## src/rtl/irq_pkg.sv

```systemverilog
// Shared definitions for the interrupt controller: register word offsets,
// handshake state encoding, CAUSE field positions and TCON bit indices.
package irq_pkg;

  localparam logic [2:0] OFF_TH    = 3'd0;
  localparam logic [2:0] OFF_TL    = 3'd1;
  localparam logic [2:0] OFF_TCON  = 3'd2;
  localparam logic [2:0] OFF_PEND  = 3'd3;
  localparam logic [2:0] OFF_MASK  = 3'd4;
  localparam logic [2:0] OFF_CAUSE = 3'd5;

  typedef enum logic [1:0] {
    IDLE    = 2'd0,
    REQ     = 2'd1,
    SERVICE = 2'd2
  } state_t;

  localparam int CAUSE_VALID = 31;
  localparam int CAUSE_ID_W  = 3;

  localparam int TCON_RUN = 0;
  localparam int TCON_IE  = 1;
  localparam int TCON_OVF = 2;

endpackage

```

## src/rtl/irq_timer.sv

```systemverilog
// Reload timer: TH/TL/TCON registers, overflow detect and timer irq pulse.
// Ports: clk, reset, wr/widx/wdata bus write, th/tl/tcon readback, tirq.
module irq_timer
  import irq_pkg::*;
(
  input  logic        clk,
  input  logic        reset,
  input  logic        wr,
  input  logic [2:0]  widx,
  input  logic [31:0] wdata,
  output logic [31:0] th,
  output logic [31:0] tl,
  output logic [2:0]  tcon,
  output logic        tirq
);

  logic run, ie, st, ovf;
  logic wr_th, wr_tl, wr_tcon;

  assign wr_th   = wr && (widx == OFF_TH);
  assign wr_tl   = wr && (widx == OFF_TL);
  assign wr_tcon = wr && (widx == OFF_TCON);

  // A TL write in the overflow cycle wins and suppresses the overflow.
  assign ovf  = run && (tl == 32'hFFFF_FFFF) && !wr_tl;
  assign tirq = ovf && ie;

  assign tcon[TCON_RUN] = run;
  assign tcon[TCON_IE]  = ie;
  assign tcon[TCON_OVF] = st;

  always_ff @(posedge clk or posedge reset) begin
    if (reset) begin
      th  <= '0;
      tl  <= '0;
      run <= 1'b0;
      ie  <= 1'b0;
      st  <= 1'b0;
    end else begin
      if (wr_th) th <= wdata;
      if (wr_tl) tl <= wdata;
      else if (ovf) tl <= th;
      else if (run) tl <= tl + 32'd1;
      if (wr_tcon) begin
        run <= wdata[TCON_RUN];
        ie  <= wdata[TCON_IE];
      end
      if (ovf) st <= 1'b1;
      else if (wr_tcon && wdata[TCON_OVF]) st <= 1'b0;
    end
  end

endmodule

```

## src/rtl/irq_controller.sv

```systemverilog
// Memory-mapped interrupt controller; optional timer under IRQ_TIMER_EN.
// Ports: bus (addr/wdata/MemWr/MemRd/rdata), src_irq, kernel_mode, irq_take, IRQ.
module irq_controller
  import irq_pkg::*;
#(
  parameter int          N_SRC     = 4,
  parameter logic [31:0] BASE_ADDR = 32'h4000_0000
) (
  input  logic             clk,
  input  logic             reset,
  input  logic [31:0]      addr,
  input  logic [31:0]      wdata,
  input  logic             MemWr,
  input  logic             MemRd,
  output logic [31:0]      rdata,
  input  logic [N_SRC-1:0] src_irq,
  input  logic             kernel_mode,
  input  logic             irq_take,
  output logic             IRQ
);

  localparam int P = N_SRC + 1;

`ifdef IRQ_TIMER_EN
  localparam logic [P-1:0] IMPL = '1;
`else
  localparam logic [P-1:0] IMPL = {{N_SRC{1'b1}}, 1'b0};
`endif

  logic                  sel, wr, rd, eoi;
  logic [2:0]            widx;
  logic [31:0]           th, tl;
  logic [2:0]            tcon;
  logic                  tirq;
  logic [N_SRC-1:0]      src_q, src_q2;
  logic [P-1:0]          pend, mask, elig, setv, clrv;
  logic [CAUSE_ID_W-1:0] win, id, cause_id;
  logic                  cause_v, id_hit;
  state_t                state;

  assign sel  = (addr[31:5] == BASE_ADDR[31:5]);
  assign widx = addr[4:2];
  assign wr   = MemWr && sel;
  assign rd   = MemRd && sel;
  assign eoi  = wr && (widx == OFF_CAUSE);

`ifdef IRQ_TIMER_EN
  irq_timer u_timer (
    .clk   (clk),
    .reset (reset),
    .wr    (wr),
    .widx  (widx),
    .wdata (wdata),
    .th    (th),
    .tl    (tl),
    .tcon  (tcon),
    .tirq  (tirq)
  );
`else
  assign th   = '0;
  assign tl   = '0;
  assign tcon = '0;
  assign tirq = 1'b0;
`endif

  // Edge seen on the registered copies so PEND sets one edge after sampling.
  assign setv = {src_q & ~src_q2, tirq};
  assign clrv = (wr && widx == OFF_PEND) ? wdata[P-1:0] : '0;
  assign elig = pend & mask;

  always_comb begin
    win = '0;
    for (int i = P - 1; i >= 0; i--)
      if (elig[i]) win = CAUSE_ID_W'(i);
  end

  always_comb begin
    id_hit = 1'b0;
    for (int i = 0; i < P; i++)
      if (elig[i] && CAUSE_ID_W'(i) == id) id_hit = 1'b1;
  end

  always_ff @(posedge clk or posedge reset) begin
    if (reset) begin
      src_q  <= '0;
      src_q2 <= '0;
      pend   <= '0;
      mask   <= '0;
    end else begin
      src_q  <= src_irq;
      src_q2 <= src_q;
      pend   <= ((pend & ~clrv) | setv) & IMPL;
      if (wr && widx == OFF_MASK) mask <= wdata[P-1:0] & IMPL;
    end
  end

  always_ff @(posedge clk or posedge reset) begin
    if (reset) begin
      state    <= IDLE;
      id       <= '0;
      cause_v  <= 1'b0;
      cause_id <= '0;
    end else begin
      case (state)
        IDLE: begin
          if (|elig) begin
            state <= REQ;
            id    <= win;
          end
        end
        REQ: begin
          if (irq_take) begin
            state    <= SERVICE;
            cause_v  <= 1'b1;
            cause_id <= id;
          end else if (!id_hit) begin
            state <= IDLE;
          end else begin
            id <= win;
          end
        end
        SERVICE: begin
          if (eoi) begin
            state   <= IDLE;
            cause_v <= 1'b0;
          end
        end
        default: state <= IDLE;
      endcase
    end
  end

  assign IRQ = (state == REQ) && !kernel_mode;

  always_comb begin
    rdata = '0;
    if (rd) begin
      case (widx)
        OFF_TH:    rdata = th;
        OFF_TL:    rdata = tl;
        OFF_TCON:  rdata[2:0] = tcon;
        OFF_PEND:  rdata[P-1:0] = pend;
        OFF_MASK:  rdata[P-1:0] = mask;
        OFF_CAUSE: begin
          rdata[CAUSE_VALID]       = cause_v;
          rdata[CAUSE_ID_W-1:0]    = cause_id;
        end
        default:   rdata = '0;
      endcase
    end
  end

endmodule

```

## config.mk

```make
export PLATFORM = sky130hd
export DESIGN_NAME = irq_controller
export DESIGN_NICKNAME = d
export VERILOG_FILES = /design/src/rtl/irq_pkg.sv /design/src/rtl/irq_timer.sv /design/src/rtl/irq_controller.sv
export SDC_FILE = /design/constraint.sdc
export NUM_CORES = 1
export LEC_CHECK = 0
export BUFFER_PORTS_ARGS = -buffer_cell sky130_fd_sc_hd__buf_4
export CAP_MARGIN = 20
export CORE_UTILIZATION = 32
export DETAILED_ROUTE_END_ITERATION = 6
export PLACE_DENSITY_LB_ADDON = 0.2
export RECOVER_POWER = 25
export SETUP_SLACK_MARGIN = 0.2
export SYNTH_ARGS = -nofsm -noshare
export SYNTH_HDL_FRONTEND = slang
export SYNTH_HIERARCHICAL = 1
export SYNTH_SLANG_ARGS = --single-unit
```

## constraint.sdc

```tcl
create_clock -name clk -period 2.05 [get_ports clk]
set_input_delay 0.205 -clock clk [delete_from_list [all_inputs] [get_ports clk]]
set_output_delay 0.205 -clock clk [all_outputs]
set_load 0.02 [all_outputs]
```

* Word-level counts from Yosys, hierarchy flattened
Cells that the tools add are included.
** Storage, ports and cells
- Bits in registers :: 25
- Latch bits :: 0
- Memory bits (writable) :: 0
- Memory bits (read-only) :: 0
- Input bits :: 74
- Output and inout port bits :: 33
- Word-level logic and storage cells :: 78
- Memories :: 0
** Operators by class
- Add/sub/neg operators :: 0
- $mul :: 0
- Div/mod/pow operators :: 0
- $lt $le $gt $ge :: 0
- Eq/ne operators :: 16
- Shift-type cells :: 0
- Muxes and demuxes :: 27
- Bitwise gates (word level) :: 6
- Reduce and logical (&&, ||, !) cells :: 21
** Operators with widths (number)
- $mux 32 :: 1
- $eq 27x26->1 const B :: 1
- $mux 3 :: 8
- $logic_and 1x1->1 :: 11
- $and 5x5->5 :: 2
- $ne 2x2->1 const B :: 5
- $pmux 3 s3 :: 1
- $mux 1 :: 8
- $mux 2 :: 4
- $eq 2x3->1 const A :: 2
- $eq 3x3->1 const B :: 2
- $pmux 2 s3 :: 1
- $pmux 3 s2 :: 1
- $reduce_and 3->1 :: 2
- $mux 5 :: 1
- $not 5->5 :: 1
- $or 5x5->5 :: 1
- $reduce_or 5->1 :: 1
- $and 4x4->4 :: 1
- $not 4->4 :: 1
- $pmux 2 s2 :: 1
- $reduce_and 4->1 :: 1
- $reduce_bool 2->1 :: 2
- $eq 1x3->1 const A :: 1
- 10 further kinds :: 10

* Depth between registers and ports, before layout
Gate-level depths: netlist of run 1.
- Depth after elaboration :: 10
- Depth in mapped cells :: 5
- Mapped depth without buffers :: 4

* Worst setup path after synthesis of run 1
Ideal clock, no wire load.
- Kind :: register to register
- From :: register state[1]
- To :: register id[0]
- Library setup time :: 125 ps
- Arrival time :: 1459 ps
- Data required time :: 1925 ps
- Slack :: 466 ps
- Cell stages (with the launch flop) :: 5
- Path buffers :: 0
- Clock period less this slack :: 1584 ps
- Cell sequence :: dfrtp_1 > or3b_1 > o41ai_2 > a22o_2 > mux2_4
** On the way
- Cells in the longest elaborated chain, start to end :: 3
- Elaborated cells on any way between the ends :: 8
- Those cells by class :: 4 x eq/ne; 1 x mux; 3 x reduce/logical
** Ends and longest elaborated chain
- from (decl) :: RTL line irq_controller.sv:39 : state_t state;
- from (signal assigned) :: RTL line irq_controller.sv:99 : state <= IDLE;
- from (signal assigned) :: RTL line irq_controller.sv:107 : state <= REQ;
- from (signal assigned) :: RTL line irq_controller.sv:113 : state <= SERVICE;
- $eq 2x1->1 or $logic_not 2->1 (tied branches) :: RTL line irq_controller.sv:104 : case (state)
- $ne 2x2->1 (no line) or $reduce_bool 2->1 (tied branches)
- $reduce_and 4->1 (no line)
- to (signal assigned) :: RTL line irq_controller.sv:108 : id <= win;
- to (signal assigned) :: RTL line irq_controller.sv:119 : id <= win;
- to (decl) :: RTL line irq_controller.sv:37 : logic [CAUSE_ID_W-1:0] win, id, cause_id;
Several ways; a longest one is shown, not always the timed one.
A chain may end at the register's enable or synchronous reset.

* Worst setup path after layout of run 1
- From :: register mask[3]
- To :: register id[2]
** On the way
- Cells in the longest elaborated chain, start to end :: 8
- Elaborated cells on any way between the ends :: 16
- Those cells by class :: 2 x eq/ne; 10 x mux; 1 x bitwise; 3 x reduce/logical
** Ends and longest elaborated chain
- from (decl) :: RTL line irq_controller.sv:36 : logic [P-1:0] pend, mask, elig, setv, clrv;
- from (signal assigned) :: RTL line irq_controller.sv:93 : if (wr && widx == OFF_MASK) mask <= wdata[P-1:0] & IMPL;
- $and 5x5->5 (*) :: RTL line irq_controller.sv:69 : assign elig = pend & mask;
- $mux 3 (4 in a row) :: RTL line irq_controller.sv:74 : if (elig[i]) win = CAUSE_ID_W'(i);
- $mux 3 :: RTL line irq_controller.sv:116 : end else if (!id_hit) begin
- $mux 3 :: RTL line irq_controller.sv:112 : if (irq_take) begin
- $pmux 3 s2 :: RTL line irq_controller.sv:104
Mark *: on every way between the ends. The rest lies on a longest branch, timed or not. The select of a mux whose other input is x is not followed.

==> flow_summary.yaml, run 1 <==
floorplan:
  initial_utilization: 0.331
  rows: 24
  die_y_um: 69.1
  coreArea_um2: 4350
  die_x_um: 69.1
  io_pins: 107
  die_area_um2: 4780
sta:
  fin_skew_ns: 0.00210
  fin_setup_tns_ns: 0
  setup_violations: 0
  worst_pin_slew_ns: 0.635
  postLayoutSetupSlackWorst_ns: 0.314
  final_hold_viol_count: 0
  relSlewSlack: 0.577
  min_period_over_period: 0.847
  min_period_ns: 1.74
  timing.fmax_mhz: 576
  rsz0062_at_grt: "no"
  slew_viol_final: 0
pwr:
  pwr-share-clk: 0.311
  netSwitchingFraction: 0.258
  leakage_nw: 0.909
  pwr_density_cell_nw_per_um2: 514
  vdd_ir_drop_max_mv: 0.386
  finalPower_uw: 955
  p_comb_frac: 0.159
  p_int_uw: 709
  p_sw_uw: 246
  seqPwrFrac: 0.531
place:
  gp_congestion: 0.747
  hpwl_um: 2660
  pre_cts_ws_ns: 0.311
  port_buffers: 50
finish:
  layout-drive-gt1-share: 0.372
  multiInputGateArea_um2: 702
  fill_cells: 424
  fin_nets: 271
  seq_area_um2: 626
  antenna_cells: 0
  synthToLayoutAreaGrowth_pct: 28.9
  utilization: 0.427
logic_synthesis:
  yosysTopAreaCellShare: 0.434
  synth_compound_area_frac: 0.112
  synth_top_family_by_area: "simple AND/OR/NAND/NOR gates"
  ys_warn_count: 6
  synth_simple_gate_area_share: 0.243
  synth_edf_count: 0
  syn_inst: 140
  synth.largest_area_cell: "dfrtp_1"
  synthXorXnorAreaFrac: 0
  async_reset_ff_frac: 1.00
  synth_mux_area_frac: 0.0625
  yosysUniqueCellTypes: 35
  synth_fa_ha_area_frac: 0
  avgSynthCellArea_um2: 10.3
  synth-main-ff-cell: "dfrtp_1"
  syn_area_um2: 1440
  synthTopCellsByArea: "dfrtp_1 (43%), buf_4 (14%), nand2_1 (3.6%)"
  seq_area_frac_synth: 0.434
  ys_ff_latch: 25
detailed_routing:
  vias: 1157
  vias_per_cell: 4.67
  drt_iter0_drc: 30
  drc_errors: 0
  antenna_left: 0
  dr.pass1.iters: 6
  drt_wl_total_um: 3330
  wl_per_cell_um: 13.4
critical_path:
  crit_fanout: 6
  critPathSlowestCell: "a222oi_1"
  max_stage_delay_ns: 0.48
  crit_path_cell_trace: "a222oi_1 > nand2_1 > a22o_2 > mux2_4"
  critPathLaunchType: "register"
  rrSetupSlack_ns: 0.31
  critPathKind: "reg -> reg"
  critPathRequiredTime_ns: 2.21
  critPathArrivalTime_ns: 1.90
  end_kind: "register"
cts:
  ctsRootBufferMaster: "clkbuf_8"
  cts_buffers: 3
  ctsHtreeMaxLevel: 1
  clk_latency_ns: 0.27
  cts.sinks: 25
  cts_buffer_depth: 2
  clkTransAtPathRegs_ns: 0.09
  cts_tree: "yes"
global_route:
  grt_max_degree: 26
  grt_first_pass_wirelength_um: 5590
  antenna_found_initial: 0
  track_usage: 0.145
  grt_pass1_vias: 1183
  grt_overflow_total: 0
flow_run:
  drv_cap: 0
min_path:
  min_path_type: "in -> reg"
outcome:
  status: "finished clean"
## Yosys cell counts (all sizes together), types with 2 or more instances
master / number
a22o: 7
a31oi: 2
a41oi: 4
and2: 2
and3: 4
and4: 2
buf: 26
dfrtp: 25
inv: 3
mux2: 7
nand2: 14
nand2b: 5
nand3: 2
nand4: 2
nor2: 5
nor2b: 7
nor3: 4
nor4: 5
or2: 2
## repair_timing
item / in CTS / in global routing
hold endpoints to repair: 25 / 0
hold buffers: 1 / 0
resized for setup: 0 / 1
setup endpoints to repair: 0 / 5
buffers inserted: 0 / 1
## per-stage QoR
| stage | hold slack, ns | instances | area, um^2 |
|---|---|---|---|
| final | 0.0581 | 248 | 1860 |
| after global routing | 0.0378 | 248 | 1860 |
| after CTS | 0.0274 | 247 | 1850 |
| after detailed placement | 0.290 | 242 | 1790 |
| after global placement | 0.280 | 242 | 1790 |
| after floorplan | 0.232 | 165 | 1540 |
## power by group through the flow
| stage | Clock, mW | Sequential (mW) | Combinational, mW |
|---|---|---|---|
| detailed placement | 0 | 0.517 | 0.151 |
| global route | 0.331 | 0.508 | 0.163 |
| floorplan | 0 | 0.515 | 0.111 |
| global placement | 0 | 0.516 | 0.148 |
| finish | 0.297 | 0.507 | 0.152 |
| CTS | 0.310 | 0.507 | 0.152 |
## metal layers
metal  part of all wire  track usage
met1               0.44        0.172
met2               0.51        0.256
met3              0.038       0.0365
met4              0.013       0.0454
met5                  0            0
## cells in the final DEF (no fill, tap or decap), types with 2 or more instances in the layout
master,count
nor3_2,2
buf_4,47
a22o_1,6
nand2_1,14
and3_1,4
nand4_1,2
nand2b_1,5
a41oi_1,4
and4_1,2
clkbuf_8,3
conb_1,26
nor4_1,5
mux2_2,4
nor2b_1,7
dfrtp_1,25
inv_1,3
clkbuf_4,5
a31oi_1,2
nor2_1,4
nor3_1,2
mux2_4,3
or2_2,2
nand3_1,2
## state kept, by name, indices dropped and copies added, names as in the netlist
name	count
src_q	4
id	3
pend	4
cause_id	3
src_q2	4
mask	4
state	2
cause_v	1
## cell families after synthesis
group,Yosys count
AOI/OAI and AO/OA,18
muxes,7
other,1
and+or+nand+nor,59
DFF,25
buffers and inverters,30
## layout make-up
cell class,count,share of cell area
inverter,3,0.00606
sequential,25,0.337
clock inverter,1,0.00404
timing repair buffer,54,0.218
clock buffer,3,0.0222
multi-input combinational,110,0.378
tap,52,0.0350
## critical path, delay by kind of cell, from the launching register on
kind               cells  cell delay, ns
DFF                    1            0.45
muxes                  1            0.31
and+or+nand+nor        1            0.10
AOI/OAI and AO/OA      2            0.78
## worst paths after layout
kind,from,end,cells after the start
min in group asynchronous,reset,src_q2[2],4
setup / recovery,mask[3],id[2],4
hold / removal,src_irq[0],src_q[0],1
setup reg to reg,mask[3],id[2],4
hold reg to reg,src_q[1],src_q2[1],0
max in group asynchronous,reset,src_q2[3],4
Power figures use the tool's default switching activity.
==> run 2: changes to the inputs <==
ABC_AREA = 1   (was default)
clock period = 1.8 ns   (was 2.05 ns; I/O delays follow)
==> run 2 against run 1 <==
Clock skew shrank 0.00064 ns. Cell count grew 20%. Via count increased by 9.0%. Power up 15%. Hold slack better by 0.091 ns. Register-to-register slack improved by 0.20 ns. Wire length down 10%. Sequential share of layout area down 0.69 points. Synthesized area is 1.0% lower. Non-clock buffer count up 5. Final area up 2.1%. Critical path type is now in -> out. Largest cell class unchanged. Largest power group unchanged. Highest routed layer unchanged.
==> flow_summary.yaml, run 2 <==
outcome:
  status: "finished clean"
sta:
  fin_setup_tns_ns: 0
  whs_ns: 0.149
  rsz0062_at_grt: "no"
  fin_skew_ns: 0.00145
  worst_pin_slew_ns: 0.634
  slew_viol_final: 0
  setup_violations: 0
  postLayoutSetupSlackWorst_ns: 0.352
  min_period_over_period: 0.805
  relSlewSlack: 0.577
  timing.fmax_mhz: 691
  min_period_ns: 1.45
  final_hold_viol_count: 0
logic_synthesis:
  ys_ff_latch: 25
  yosysUniqueCellTypes: 19
  synth-main-ff-cell: "dfrtp_1"
  ys_warn_count: 6
  synth_edf_count: 0
  seq_area_frac_synth: 0.439
  avgSynthCellArea_um2: 7.71
  synth_most_common_cell: "nand2_1"
  yosysTopAreaCellShare: 0.439
  syn_area_um2: 1430
  async_reset_ff_frac: 1.00
  synthTopCellsByArea: "dfrtp_1 (44%), nand2_1 (14%), buf_4 (14%)"
  synth.largest_area_cell: "dfrtp_1"
  netlist_top_cells_count: "nand2_1 (55), buf_4 (26), dfrtp_1 (25), nor2_1 (21), inv_1 (18)"
  syn_inst: 185
finish:
  utilization: 0.458
  layout-drive-gt1-share: 0.263
  fin_nets: 322
  final_cell_mix: "nand2_1 (55), buf_4 (48), conb_1 (26)"
  synthToLayoutAreaGrowth_pct: 33.0
  design_area_um2: 1900
  final_common_cell: "nand2_1"
  antenna_cells: 0
cts:
  cts_buffers: 3
  cts.sinks: 25
  cts_buffer_depth: 2
  ctsHtreeMaxLevel: 1
  cts_tree: "yes"
  clkTransAtPathRegs_ns: 0.09
  clk_latency_ns: 0.27
  ctsRootBufferMaster: "clkbuf_8"
detailed_routing:
  dr.pass1.iters: 4
  drt_iter0_drc: 42
  antenna_left: 0
  vias_per_cell: 4.25
  wl_per_cell_um: 10.0
  drt_wl_total_um: 2980
  drc_errors: 0
  vias: 1261
flow_run:
  drv_cap: 0
place:
  port_buffers: 50
  gp_congestion: 0.766
  hpwl_um: 2290
  pre_cts_ws_ns: 0.253
  placed_cell_area_um2: 1780
global_route:
  antenna_found_initial: 0
  grt_overflow_total: 0
  grt_pass1_vias: 1134
  track_usage: 0.139
  grt_first_pass_wirelength_um: 4860
  grt_max_degree: 26
pwr:
  leakage_nw: 0.976
  vdd_ir_drop_max_mv: 0.527
  seqPwrFrac: 0.522
  netSwitchingFraction: 0.263
  p_sw_uw: 289
  p_int_uw: 808
  pwr_density_cell_nw_per_um2: 578
  pwr-share-clk: 0.324
  p_comb_frac: 0.154
critical_path:
  critPathKind: "in -> out"
  critPathArrivalTime_ns: 1.27
  critPathSlowestCell: "a21oi_1"
  critPathRequiredTime_ns: 1.62
  cp_top_family: "simple AND/OR/NAND/NOR gates"
  end_kind: "output pin"
  critPathLaunchType: "primary input"
  crit_buf_inv: 2
  crit_path_cell_trace: "buf_4 > nor2_1 > nand2_1 > nor2_1 > nand2_1 > nor2_8 > nand2_2 > a21oi_1 > buf_4"
  max_stage_delay_ns: 0.18
  crit_fanout: 6
floorplan:
  initial_utilization: 0.344
  rows: 23
  die_area_um2: 4730
  io_pins: 107
  coreArea_um2: 4140
  die_y_um: 68.8
  die_x_um: 68.8
min_path:
  min_path_type: "in -> reg"
[run 2: cell count changes in the layout (fill, tap and decap cells not counted), moves of 4 or more]
| cell | change |
|---|---|
| nand3_1 | +5 |
| a22o_1 | -6 |
| inv_1 | +15 |
| nor2_1 | +17 |
| o21ai_0 | +8 |
| a41oi_1 | -4 |
| mux2_2 | -4 |
| nor4_1 | -5 |
| nand2_1 | +41 |
| nand2b_1 | -5 |
| and3_1 | -4 |
| o21ai_1 | +5 |
| dlygate4sd3_1 | +4 |
| nor2b_1 | -7 |
[run 2: cells by family after synthesis]
| group | Yosys count | synth area share |
|---|---|---|
| AOI/OAI and AO/OA | 19 | 0.0710 |
| buffers and inverters | 44 | 0.184 |
| DFF | 25 | 0.439 |
| other | 1 | 0.00263 |
| and+or+nand+nor | 96 | 0.304 |
[run 2: timing repair]
| item | 4_1_cts | 5_1_grt |
|---|---|---|
| setup endpoints to repair | 0 | 4 |
| hold buffers | 3 | 2 |
| hold endpoints to repair | 27 | 2 |
| gates resized for setup | 0 | 1 |
| buffers inserted | 0 | 2 |
[run 2: layout make-up]
type / count / area (um^2)
Timing Repair Buffer: 59 / 453
Multi-Input combinational cell: 141 / 638
Inverter: 18 / 67.6
Sequential cell: 25 / 626
Clock buffer: 3 / 41.3
Fill cell: 444 / 2250
Tap cell: 50 / 62.6
Clock inverter: 1 / 8.76
[run 2: worst paths after layout]
kind | from | end | slack, ns | cells past startpoint
max in group asynchronous | reset | cause_id[2] | 0.77 | 4
hold / removal | wdata[4] | mask[4] | 0.15 | 3
setup reg to reg | pend[2] | id[0] | 0.51 | 6
hold reg to reg | src_q[2] | src_q2[2] | 0.38 | 0
min in group asynchronous | reset | pend[3] | 0.61 | 4
setup / recovery | addr[18] | rdata[3] | 0.35 | 9
[run 2: routing by layer]
metal,global-route usage,wire length [um],part of all wire,up-vias
met5,0,0,0,-
met1,0.159,1270,0.43,558
met4,0.0230,17,0.0057,0
met3,0.0362,215,0.072,2
met2,0.261,1480,0.50,43
li1,-,-,-,658
[run 2: worst register-to-register path: cells and delay by family (launching register included)]
family | cells | cell delay [ns]
DFF | 1 | 0.41
AOI/OAI and AO/OA | 3 | 0.37
and+or+nand+nor | 3 | 0.40
[run 2: through the flow]
step / power, mW / std cells
finish: 1.10 / 297
global route: 1.15 / 297
CTS: 1.11 / 293
detailed placement: 0.747 / 286
global placement: 0.746 / 286
floorplan: 0.704 / 210
[run 2: power by group through the flow]
stage          logic [mW]  registers, mW  clock network (mW)
2_1_floorplan       0.120          0.584                   0
3_3_place_gp        0.162          0.584                   0
3_5_place_dp        0.163          0.585                   0
4_1_cts             0.168          0.573               0.368
5_1_grt             0.191          0.574               0.383
6_report            0.169          0.573               0.355
